$ cat src/rtl/stopwatch_ctrl.sv
// Purpose : stopwatch control FSM; counts timer base ticks into BCD mm:ss.cc and drives the timer and display.
// Latency : a tick updates the counter on the sampling edge (+2 cycles with BASETICK_SYNC); o_disp follows one cycle later.
// Backpressure: none; command pulses are acted on in the cycle they are sampled, or dropped when not legal in the current state.
//
// Ports:
//   i_sclk, i_reset (async, active-high)
//   i_start_stop, i_lap, i_clear : single-cycle command pulses (priority clear > start_stop > lap)
//   i_basetick                   : 100 Hz square wave from the timer
//   o_timerenb, o_timer_clr_n    : timer enable / one-cycle active-low timer clear
//   o_state                      : IDLE=00 RUN=01 STOP=10 LAP=11
//   o_disp                       : BCD {min_t,min_u,sec_t,sec_u,cs_t,cs_u}
//   o_wrap, o_ovf                : rollover pulse / sticky overflow
//
// Optional build macro STOPWATCH_OVF_HOLD_EN: saturate and stop at the limit instead of wrapping.
module stopwatch_ctrl #(
    parameter int MIN_LIMIT     = 59,
    parameter bit BASETICK_SYNC = 1'b1
) (
    input  logic        i_sclk,
    input  logic        i_reset,
    input  logic        i_start_stop,
    input  logic        i_lap,
    input  logic        i_clear,
    input  logic        i_basetick,
    output logic        o_timerenb,
    output logic        o_timer_clr_n,
    output logic [1:0]  o_state,
    output logic [23:0] o_disp,
    output logic        o_wrap,
    output logic        o_ovf
);

    typedef enum logic [1:0] {
        ST_IDLE = 2'b00,
        ST_RUN  = 2'b01,
        ST_STOP = 2'b10,
        ST_LAP  = 2'b11
    } state_t;

    typedef struct packed {
        logic [3:0] min_t;
        logic [3:0] min_u;
        logic [3:0] sec_t;
        logic [3:0] sec_u;
        logic [3:0] cs_t;
        logic [3:0] cs_u;
    } bcd_t;

    localparam logic [3:0] MIN_T   = 4'(MIN_LIMIT / 10);
    localparam logic [3:0] MIN_U   = 4'(MIN_LIMIT % 10);
    localparam bcd_t       MAX_VAL = {MIN_T, MIN_U, 4'd5, 4'd9, 4'd9, 4'd9};

    state_t state_q, st_t, st_n;
    bcd_t   live_q, lap_q, live_n, lap_n, inc;
    logic   bt, bt_d, tick;
    logic   wrap_n, clr_pulse;
    logic   do_clr, do_ss, do_lap;

`ifdef STOPWATCH_OVF_HOLD_EN
    logic   ovf_q, ovf_n;
    assign o_ovf = ovf_q;
`else
    assign o_ovf = 1'b0;
`endif

    // Optional 2-flop synchronizer on the timer output.
    generate
        if (BASETICK_SYNC) begin : g_sync
            logic [1:0] sync_q;
            always_ff @(posedge i_sclk or posedge i_reset) begin
                if (i_reset) sync_q <= 2'b00;
                else         sync_q <= {sync_q[0], i_basetick};
            end
            assign bt = sync_q[1];
        end else begin : g_nosync
            assign bt = i_basetick;
        end
    endgenerate

    assign tick    = bt & ~bt_d;
    assign o_state = state_q;

    // Strict priority: a higher-priority pulse masks the others even when
    // it is itself ignored in the current state.
    assign do_clr = i_clear;
    assign do_ss  = i_start_stop & ~i_clear;
    assign do_lap = i_lap & ~i_clear & ~i_start_stop;

    always_comb begin
        // BCD ripple increment of the live counter.
        inc = live_q;
        if (live_q.cs_u != 4'd9) inc.cs_u = live_q.cs_u + 4'd1;
        else begin
            inc.cs_u = 4'd0;
            if (live_q.cs_t != 4'd9) inc.cs_t = live_q.cs_t + 4'd1;
            else begin
                inc.cs_t = 4'd0;
                if (live_q.sec_u != 4'd9) inc.sec_u = live_q.sec_u + 4'd1;
                else begin
                    inc.sec_u = 4'd0;
                    if (live_q.sec_t != 4'd5) inc.sec_t = live_q.sec_t + 4'd1;
                    else begin
                        inc.sec_t = 4'd0;
                        if (live_q.min_u != 4'd9) inc.min_u = live_q.min_u + 4'd1;
                        else begin
                            inc.min_u = 4'd0;
                            inc.min_t = live_q.min_t + 4'd1;
                        end
                    end
                end
            end
        end

        st_t      = state_q;
        live_n    = live_q;
        lap_n     = lap_q;
        wrap_n    = 1'b0;
        clr_pulse = 1'b0;
`ifdef STOPWATCH_OVF_HOLD_EN
        ovf_n     = ovf_q;
`endif

        // The tick is applied first; the command then acts on the result.
        if (tick && (state_q == ST_RUN || state_q == ST_LAP)) begin
            if (live_q == MAX_VAL) begin
`ifdef STOPWATCH_OVF_HOLD_EN
                ovf_n = 1'b1;
                st_t  = ST_STOP;
`else
                live_n = '0;
                wrap_n = 1'b1;
`endif
            end else begin
                live_n = inc;
            end
        end

        st_n = st_t;
        unique case (st_t)
            ST_IDLE: begin
                if (do_ss) begin
                    st_n      = ST_RUN;
                    clr_pulse = 1'b1;   // restart timer so the first tick is a full period
                end
            end
            ST_RUN: begin
                if (do_ss) st_n = ST_STOP;
                else if (do_lap) begin
                    st_n  = ST_LAP;
                    lap_n = live_n;     // capture includes a same-cycle tick
                end
            end
            ST_LAP: begin
                if (do_ss)       st_n = ST_STOP;
                else if (do_lap) st_n = ST_RUN;
            end
            ST_STOP: begin
                if (do_clr) begin
                    st_n      = ST_IDLE;
                    live_n    = '0;
                    lap_n     = '0;
                    clr_pulse = 1'b1;
`ifdef STOPWATCH_OVF_HOLD_EN
                    ovf_n     = 1'b0;
                end else if (do_ss && !ovf_n) begin
`else
                end else if (do_ss) begin
`endif
                    st_n = ST_RUN;      // resume without timer clear keeps the tick phase
                end
            end
            default: st_n = ST_IDLE;
        endcase
    end

    always_ff @(posedge i_sclk or posedge i_reset) begin
        if (i_reset) begin
            state_q       <= ST_IDLE;
            live_q        <= '0;
            lap_q         <= '0;
            bt_d          <= 1'b0;
            o_timerenb    <= 1'b0;
            o_timer_clr_n <= 1'b1;
            o_wrap        <= 1'b0;
            o_disp        <= '0;
`ifdef STOPWATCH_OVF_HOLD_EN
            ovf_q         <= 1'b0;
`endif
        end else begin
            state_q       <= st_n;
            live_q        <= live_n;
            lap_q         <= lap_n;
            bt_d          <= bt;
            o_timerenb    <= (st_n == ST_RUN) || (st_n == ST_LAP);
            o_timer_clr_n <= ~clr_pulse;
            o_wrap        <= wrap_n;
            o_disp        <= (state_q == ST_LAP) ? lap_q : live_q;
`ifdef STOPWATCH_OVF_HOLD_EN
            ovf_q         <= ovf_n;
`endif
        end
    end

endmodule

$ cat config.mk
export PLATFORM = sky130hd
export DESIGN_NAME = stopwatch_ctrl
export DESIGN_NICKNAME = d
export VERILOG_FILES = /design/src/rtl/stopwatch_ctrl.sv
export SDC_FILE = /design/constraint.sdc
export NUM_CORES = 1
export LEC_CHECK = 0
export BUFFER_PORTS_ARGS = -buffer_cell sky130_fd_sc_hd__buf_2
export CAP_MARGIN = 40
export CORE_ASPECT_RATIO = 0.7
export CORE_MARGIN = 2
export CORE_UTILIZATION = 30
export CTS_CLUSTER_SIZE = 16
export DETAILED_ROUTE_END_ITERATION = 10
export GPL_ROUTABILITY_DRIVEN = 1
export PLACE_DENSITY = 0.5
export SYNTH_ARGS = -nofsm -noshare
export SYNTH_HDL_FRONTEND = slang
export SYNTH_SLANG_ARGS = --single-unit
$ cat constraint.sdc
create_clock -name i_sclk -period 3.8 [get_ports i_sclk]
set_input_delay 0.38 -clock i_sclk [delete_from_list [all_inputs] [get_ports i_sclk]]
set_output_delay 0.38 -clock i_sclk [all_outputs]
set_load 0.01 [all_outputs]
==> qor.csv, run 1 <==
stage,metric,value,unit
floorplanning,core_area,11600,µm²
drt,first_pass_iters,4,
drt,ant_nets,0,
grt,grt_use_total,13.6,%
grt,gr-total-overflow,0,
pwr,power_frac_clock,29.2,%
sta,max_freq,0.438,GHz
pwr,internal_power,0.00192,W
clock_tree,cts.sinks,80,
logic_synthesis,ys_warn_count,0,
clock_tree,cts_root_buf,clkbuf_16,
sta,layout_min_cycle_time,2280,ps
logic_synthesis,mappedNetlistArea,3570,µm²
drt,vias,2434,
setup_path,arrival,2500,ps
sta,period_share,60.1,%
grt,grt_pass1_vias,2433,
placement,hpwl,5.29,mm
setup_path,critPathRequiredTime,4020,ps
clock_tree,cts_tree,yes,
clock_tree,cts_max_path_buffers,2,
final_layout,finalNetCount,375,
logic_synthesis,synth-main-ff-cell,dfrtp_1,
final_layout,diodes,0,
grt,grt_pass1_wl,13.1,mm
clock_tree,postCtsSetupRepairBufs,0,
pwr,power_leakage,2.05,nW
sta,rsz0062_at_grt,no,
grt,grt_max_degree,47,
drt,route.detailed.drc,0,
clock_tree,htreeDepth,3,
clock_tree,path_clk_slew,60,ps
grt,grt.busiest_layer,met1,
logic_synthesis,synth-seq-cells,80,
logic_synthesis,synth_area_per_cell,11.1,µm²
grt,gr-usage-met1,20.6,%
pwr,power.total,0.00283,W
sta,slew_violations,0,
sta,setup_violations,0,
final_layout,layout-drive-gt1-share,23.2,%
run_status,outcome,finished clean,
floorplanning,initial_core_util,30.6,%
sta,setup_tns,0,ps
clock_tree,cts.repair.resized,0,
grt,antenna_found_initial,0,
sta,hold_viol_final,0,
logic_synthesis,yosysUniqueCellTypes,43,
floorplanning,die_x,134,µm
pwr,p_sw,0.000913,W
logic_synthesis,synth_fp_nets,340,
hold_path,hold_class,input port to register,
clock_tree,cts_buffers,9,
setup_path,critical_path_class,register to register,
placement,routabilityCongestion,0.796,
grt,use_met2,17.7,%
logic_synthesis,ys_seq_area_share,56.2,%
floorplanning,rows,33,
pwr,power_frac_seq,45.4,%
drt,avgRoutedWirePerCell,14.9,µm
final_layout,area_delta_synth_final,18.4,%
setup_path,crit_fanout,11,
floorplanning,io_pins,36,
floorplanning,die_h,95.2,µm
pwr,combPwrFrac,25.4,%
drt,drt-vias-per-instance,4.69,
logic_synthesis,syn_inst,322,
drt,drt_iter0_markers,111,
pwr,netSwitchingFraction,32.2,%
placement,port_buffers,34,
floorplanning,die_area,12800,µm²
setup_path,crit_path_end_kind,register,
sta,worstMarginPinSlew,740,ps
clock_tree,clk_latency,340,ps
sta,fin_worst_skew,5.48,ps
flow_run,drv_cap,0,
pwr,vdd_ir_drop_max,295,µV
logic_synthesis,synth-async-reset-ratio,100,%
drt,drt_wl_total,7.76,mm
grt,grt.met3_usage,4.73,%
sta,max-slew-margin-rel,50.6,%
clock_tree,cts_hold_buf,1,
setup_path,start_kind,register,
logic_synthesis,synth-edff-count,0,
pwr,power_density,671,nW/µm²
sequential cells by signal, summed over array words and instances, names as in the netlist, named ones only:
name           count
o_wrap             1
o_timerenb         1
o_disp            24
live_q            22
lap_q             24
bt_d               1
g_sync.sync_q      2
o_state            2
o_timer_clr_n      1
stage by stage:
step / instances / hold WS (ps) / area (µm²) / utilization (%) / worst slack [ps]
after floorplan: 322 / 331 / 3570 / - / 1370
after global placement: 499 / 342 / 3860 / 33.2 / 1630
after detailed placement: 502 / 325 / 3930 / 33.7 / 1550
after CTS: 519 / 137 / 4220 / 36.3 / 1540
after global routing: 519 / 136 / 4220 / 36.3 / 1320
final: 519 / 148 / 4220 / 36.3 / 1520
power by group through the flow:
stage | sequential (W) | clock [W] | combinational (W)
3_5_place_dp | 0.00130 | 0 | 0.000725
2_1_floorplan | 0.00129 | 0 | 0.000461
3_3_place_gp | 0.00128 | 0 | 0.000696
6_report | 0.00129 | 0.000828 | 0.000719
5_1_grt | 0.00133 | 0.000891 | 0.000814
4_1_cts | 0.00129 | 0.000847 | 0.000731
worst max-delay path, cell delays in order (launching register included):
cell,delay (ps)
dfrtp_1,520
and3b_1,450
nand4_4,250
or4_1,610
nand2_1,250
nor2_1,80
cells in the mapped netlist (all sizes together) (2+ instances only):
| cell | count | share of area [%] |
|---|---|---|
| mux2 | 24 | 7.6 |
| ha | 12 | 4.2 |
| nor3 | 10 | 1.4 |
| nand2b | 4 | 0.70 |
| buf | 8 | 1.6 |
| nand3 | 27 | 3.8 |
| nand2 | 16 | 1.7 |
| a22o | 2 | 0.49 |
| a21oi | 16 | 2.2 |
| a21o | 2 | 0.42 |
| nand3b | 4 | 0.84 |
| nor2b | 3 | 0.53 |
| dfrtp | 79 | 55 |
| and3b | 6 | 1.5 |
| and2 | 4 | 0.70 |
| o31a | 2 | 0.49 |
| nand4 | 5 | 1.3 |
| mux2i | 2 | 0.56 |
| clkbuf | 8 | 0.84 |
| xor2 | 2 | 0.49 |
| inv | 9 | 0.95 |
| xnor2 | 5 | 1.2 |
| o21ai | 29 | 4.1 |
| nor2 | 30 | 3.2 |
metal layers:
metal | part of all wire, % | wire length [µm] | vias up
met1 | 56 | 4380 | 1174
li1 | - | - | 1202
met5 | 0 | 0 | -
met4 | 1.4 | 109 | 0
met3 | 4.3 | 333 | 11
met2 | 38 | 2930 | 47
worst paths after layout:
path                                  startpoint                to  slack, ps  cells past startpoint
worst max-delay path                  o_state[0]        live_q[13]       1520                      5
min in group asynchronous                i_reset        o_disp[20]        520                      3
worst min register to register  g_sync.sync_q[0]  g_sync.sync_q[1]        370                      0
max in group asynchronous                i_reset          lap_q[5]       2730                      4
worst max register to register        o_state[0]        live_q[13]       1520                      5
worst min-delay path                  i_basetick  g_sync.sync_q[0]        150                      1
cells by family (layout without fill, tap and decap cells):
group,count (synthesis),in the layout,share of synthesized area (%)
simple gates,114,114,17.2
other cells,1,1,0.105
fa+ha+maj,12,12,4.21
buf+inv,25,65,3.44
flops,80,80,56.2
mux,26,26,8.14
xor+xnor,7,7,1.72
compound gates,57,57,9.05
cell type report:
class	instances	area, µm²
fill	1166	7420
sequential	80	2000
multi-input combinational	217	1440
clock buffer	13	270
timing repair buffer	40	262
tap	157	196
inverter	9	35.0
clock inverter	3	15.0
placed cells by master (no fill, tap or decap), types with 2 or more instances in the layout:
master	count
o31a_1	2
mux2_2	24
mux2i_1	2
xor2_1	2
nand2_1	16
buf_2	34
clkbuf_16	9
nor2b_1	3
o21ai_0	25
and3b_1	5
nor2_1	30
ha_1	12
xnor2_1	5
nand3b_1	4
a21o_1	2
clkinv_2	4
nand3_1	27
o21ai_1	4
dfrtp_1	79
nand2b_1	4
nand4_1	4
a21oi_1	16
a22o_1	2
buf_16	2
inv_1	8
clkbuf_8	3
buf_4	2
and2_1	4
nor3_1	10
(Power assumes the default switching activity.)
==> run 2: changes to the inputs <==
PLACE_DENSITY = 0.52   (was 0.5)
clock period = 2.06 ns   (was 3.8 ns; I/O delays follow)
==> run 2 against run 1 <==
Compared with the run above:
- the flow now finishes with violations (negative hold slack)
- cell count increased by 5.4%
- first-iteration DRC count rose by 5.4%
- utilization grew 1.5 points
- sequential cell count is the same
- worst hold slack got worse by 180 ps
- wire length shrank 0.34%
- die area unchanged
- non-clock buffer count grew 28
- power rose by 87%
- combinational power is 110% higher
- critical endpoint is now live_q[20]
- largest power group unchanged
==> qor.csv, run 2 (synthesis results as in run 1) <==
stage,metric,value,unit
floorplanning,die_area,12800,µm²
setup_path,crit_fanout,7,
final_layout,final_cell_mix,"79 x dfrtp_1, 34 x buf_2, 32 x buf_4",
drt,route.detailed.drc,0,
pwr,vdd_ir_drop_max,408,µV
flow_run,drv_cap,0,
sta,hold_viol_final,36,
sta,holdWs,-33.0,ps
setup_path,arrival,2190,ps
run_status,outcome,"complete, but fails checks",
grt,antenna_found_initial,0,
clock_tree,cts_buffers,9,
grt,grt_pass1_wl,12.8,mm
sta,layout_min_cycle_time,1960,ps
final_layout,fin_area,4400,µm²
drt,first_pass_iters,4,
pwr,power_density,1200,nW/µm²
sta,fin_worst_skew,7.55,ps
drt,drt_wl_total,7.73,mm
final_layout,instances_no_fill,547,
floorplanning,initial_core_util,30.6,%
floorplanning,rows,33,
sta,setup_tns,0,ps
clock_tree,path_clk_slew,60,ps
final_layout,final_common_cell,dfrtp_1,
clock_tree,cts.sinks,80,
clock_tree,htreeDepth,3,
setup_path,critPathRequiredTime,2280,ps
drt,vias,2567,
clock_tree,clk_latency,340,ps
sta,rsz0062_at_grt,no,
clock_tree,cts_tree,yes,
sta,slew_violations,0,
final_layout,fill_cells,1166,
grt,grt_use_total,13.2,%
final_layout,layout-drive-gt1-share,29.0,%
placement,hpwl,5.12,mm
sta,setup_violations,0,
floorplanning,io_pins,36,
clock_tree,cts_root_buf,clkbuf_16,
setup_path,start_kind,register,
setup_path,crit_path_end_kind,register,
placement,port_buffers,34,
drt,drt-vias-per-instance,4.69,
setup_path,critical_path_class,register to register,
sta,max_freq,0.510,GHz
pwr,power_leakage,2.15,nW
grt,grt_pass1_vias,2499,
drt,avgRoutedWirePerCell,14.1,µm
drt,ant_nets,0,
hold_path,hold_class,input port to asynchronous set/reset pin,
grt,grt_max_degree,81,
placement,pre_cts_ws,32.3,ps
final_layout,diodes,0,
floorplanning,die_x,134,µm
placement,dp.cells,530,
drt,drt_iter0_markers,117,
placement,routabilityCongestion,0.795,
final_layout,area_delta_synth_final,23.4,%
run_status,violations,negative hold slack,
floorplanning,die_h,95.2,µm
floorplanning,core_area,11600,µm²
sta,period_share,95.2,%
clock_tree,cts_max_path_buffers,2,
final_layout,finalNetCount,403,
grt,gr-total-overflow,0,
final_layout,reg_top3,"lap_q x24, o_disp x24, live_q x22",
sta,layout_setup_ws,99.9,ps
placement,placed_area,4110,µm²
[run 2: cell count changes in the layout (fill, tap and decap cells not counted), moves of 2 or more]
cell	before	now
buf_16	2	0
buf_4	2	32
clkinvlp_4	0	5
clkbuf_8	3	1
clkinv_2	4	0
[run 2: worst max-delay path: stages (launching register included)]
cell and delay (ps):
dfrtp_1 370, inv_1 60, ha_1 170, and3b_1 270
nand4_4 120, or4_1 590, nand2_2 200, nor2_1 70
[run 2: repair_timing]
action	in CTS	in global routing
hold buffers	1	0
setup buffers	0	0
endpoints found under the hold margin	1	0
gates resized for setup	0	3
endpoints found under the setup margin	0	9
[run 2: final cells by class]
cell class                      instances  area (µm²)  share of cell area [%]
Timing Repair Buffer                   68         440                    10.0
Multi-Input combinational cell        217        1450                    32.9
Tap cell                              157         196                    4.46
Inverter                                9        37.5                   0.853
Clock buffer                           12         246                    5.60
Sequential cell                        80        2000                    45.5
Clock inverter                          4        30.0                   0.682
[run 2: through the flow]
stage / hold WS (ps) / util, % / total power, W
after floorplan: 237 / - / 0.00323
after global placement: 318 / 35.3 / 0.00383
after detailed placement: 321 / 35.3 / 0.00384
after CTS: 4.09 / 37.7 / 0.00536
after global routing: 10.5 / 37.8 / 0.00566
final: -33.0 / 37.8 / 0.00529
[run 2: where the power goes]
group	switching, W	internal (W)	total (W)
Clock	0.000637	0.000849	0.00149
Sequential	0.000253	0.00203	0.00228
Combinational	0.000814	0.000713	0.00153
[run 2: worst paths after layout]
check                                 start          endpoint  slack (ps)  cells past startpoint
max in group asynchronous           i_reset          lap_q[0]        1730                      3
min in group i_sclk                 i_clear     o_timer_clr_n         190                      4
hold / removal                      i_reset        o_disp[21]         -30                      3
setup reg to reg                  live_q[9]        live_q[20]         100                      7
hold reg to reg            g_sync.sync_q[0]  g_sync.sync_q[1]         370                      0
setup / recovery                  live_q[9]        live_q[20]         100                      7
[run 2: routing by layer]
layer / routed length (µm) / track usage (%)
met4: 83 / 4.74
met3: 372 / 3.88
met1: 4100 / 18.9
met5: 0 / 0
met2: 3180 / 19.1
==> run 3: changes to the inputs <==
clock period = 1.8 ns   (was 2.06 ns; I/O delays follow)
==> run 3 against run 2 <==
Compared with the run above:
- the run ends with negative setup slack left
- cell count rose by 4.0%
- via count grew 3.2%
- utilization rose by 3.3 points
- first-iteration DRC count up 26%
- clock power grew 23%
- sequential share of layout area shrank 3.7 points
- critical path depth unchanged
- clock skew fell by 0.68 ps
- sequential cell count stayed put
- non-clock buffer count increased by 22
- largest power group unchanged
- highest routed layer unchanged
==> qor.csv, run 3 (synthesis results as in run 1) <==
stage,metric,value,unit
setup_path,rrSetupSlack,-70,ps
placement,hpwl,5.63,mm
placement,placed_area,4210,µm²
setup_path,crit_family,simple AND/OR/NAND/NOR gates,
sta,period_share,104,%
setup_path,path_depth,7,
clock_tree,cts_max_path_buffers,2,
drt,first_pass_iters,4,
sta,setup_violations,16,
final_layout,diodes,0,
setup_path,crit_path_end_kind,register,
hold_path,hold_class,input port to register,
drt,wl_met1,4.42,mm
final_layout,layout-drive-gt1-share,40.5,%
grt,antenna_found_initial,0,
clock_tree,path_clk_slew,60,ps
drt,top_layer_used,met4,
clock_tree,cts_buffers,9,
drt,wl_met3,312,µm
placement,port_buffers,34,
sta,worstMarginPinSlew,584,ps
floorplanning,die_area,12800,µm²
setup_path,r2r-start,live_q[5],
floorplanning,io_pins,36,
clock_tree,cts_root_buf,clkbuf_16,
floorplanning,rows,33,
final_layout,reg_top3,"lap_q x24, o_disp x24, live_q x22",
pwr,vdd_ir_drop_max,644,µV
final_layout,final_cell_mix,"79 x dfrtp_1, 48 x buf_4, 34 x buf_2",
drt,route.detailed.drc,0,
setup_path,cpMaxStageDelayCell,or4_4,
setup_path,ff2ff_path_depth,7,
setup_path,crit_chain,inv_1 -> ha_2 -> and3b_2 -> nand4_4 -> or4_4 -> nand2_8 -> nor2_1,
setup_path,reg2reg_to,live_q[22],
drt,avgRoutedWirePerCell,14.9,µm
sta,fin_worst_skew,6.87,ps
drt,vias,2650,
grt,grt_use_total,14.1,%
sta,layout_min_cycle_time,1870,ps
floorplanning,die_h,95.2,µm
drt,drt-vias-per-instance,4.66,
setup_path,crit_start,live_q[5],
final_layout,area_delta_synth_final,34.2,%
hold_path,hp-start,i_clear,
sta,layout_setup_ws,-74.8,ps
setup_path,critPathRequiredTime,2020,ps
final_layout,finalNetCount,425,
flow_run,drv_cap,0,
run_status,violations,negative setup slack,
setup_path,slowest_delay,570,ps
floorplanning,core_area,11600,µm²
floorplanning,initial_core_util,30.6,%
drt,drt_wl_total,8.45,mm
clock_tree,htreeDepth,3,
clock_tree,clk_latency,340,ps
run_status,outcome,"complete, but fails checks",
final_layout,fill_cells,1145,
setup_path,critPathBufInv,1,
drt,dr_wl_met2,3.61,mm
final_layout,fin_area,4790,µm²
sta,hold_viol_final,0,
grt,grt_pass1_wl,13.7,mm
placement,routabilityCongestion,0.822,
sta,max-slew-margin-rel,61.0,%
grt,grt_max_degree,39,
setup_path,start_kind,register,
final_layout,utilization,41.1,%
setup_path,arrival,2100,ps
sta,slew_violations,0,
floorplanning,die_x,134,µm
setup_path,crit_fanout,7,
clock_tree,cts.sinks,80,
drt,drt_iter0_markers,148,
hold_path,min_to,o_timer_clr_n,
pwr,power_density,1340,nW/µm²
grt,grt_pass1_vias,2593,
sta,rsz0062_at_grt,yes,
drt,ant_nets,0,
final_layout,final_common_cell,dfrtp_1,
pwr,power_leakage,2.31,nW
clock_tree,cts_tree,yes,
hold_path,hold_depth,4,
grt,gr-total-overflow,0,
sta,max_freq,0.533,GHz
setup_path,critical_path_class,register to register,
-- run 3: changes by cell type in the layout (fill, tap and decap cells not counted), moves of 3 or more --
cell,before,now
clkinvlp_4,5,1
o21ai_0,25,21
nor2_1,30,25
and3b_2,2,5
and3b_1,4,1
nor2_2,0,3
nand3_1,27,24
buf_6,0,4
buf_4,32,48
o21ai_2,0,3
-- run 3: repair_timing --
item | CTS | global route
resized for setup | 7 | 42
hold buffers | 2 | 0
setup endpoints to repair | 18 | 27
buffers inserted | 2 | 7
endpoints found under the hold margin | 23 | 0
pin swaps | 3 | 14
-- run 3: tightest hold or removal path: stages --
cell,delay [ps]
buf_2,130
nand2_1,60
o21ai_0,60
nand2b_1,50
-- run 3: stage by stage --
step | cells | setup TNS, ps | hold slack, ps | setup WS [ps] | power [W]
6_report | 569 | -734 | 160 | -74.8 | 0.00640
5_1_grt | 569 | -2410 | 202 | -147 | 0.00682
4_1_cts | 562 | -108 | 151 | -35.8 | 0.00636
3_5_place_dp | 542 | -902 | 279 | -98.5 | 0.00446
3_3_place_gp | 542 | -505 | 280 | -71.4 | 0.00444
2_1_floorplan | 322 | -83.4 | 211 | -49.8 | 0.00370
-- run 3: layout make-up --
class | count | area, µm² | share of cell area, %
Multi-Input combinational cell | 217 | 1620 | 33.7
Timing Repair Buffer | 90 | 636 | 13.3
Sequential cell | 80 | 2000 | 41.8
Clock inverter | 3 | 40.0 | 0.836
Inverter | 9 | 37.5 | 0.784
Clock buffer | 13 | 260 | 5.44
Tap cell | 157 | 196 | 4.10
-- run 3: routing by layer --
metal | up-vias | global-route usage, %
met5 | - | 0
li1 | 1288 | -
met3 | 10 | 4.31
met2 | 46 | 20.4
met4 | 0 | 4.74
met1 | 1306 | 20.1
-- run 3: where the power goes --
part           leakage, nW  total, W  internal (W)  switching (W)
sequential            1.08   0.00259       0.00232       0.000268
clock                0.150   0.00184       0.00115       0.000695
combinational         1.08   0.00197      0.000938        0.00104
total                 2.31   0.00640       0.00440        0.00200
-- run 3: how the worst max path moves through the flow --
stage | end
after floorplan | lap_q[16]
after global placement | lap_q[16]
after detailed placement | lap_q[16]
after CTS | lap_q[22]
after global routing | lap_q[16]
final | live_q[22]
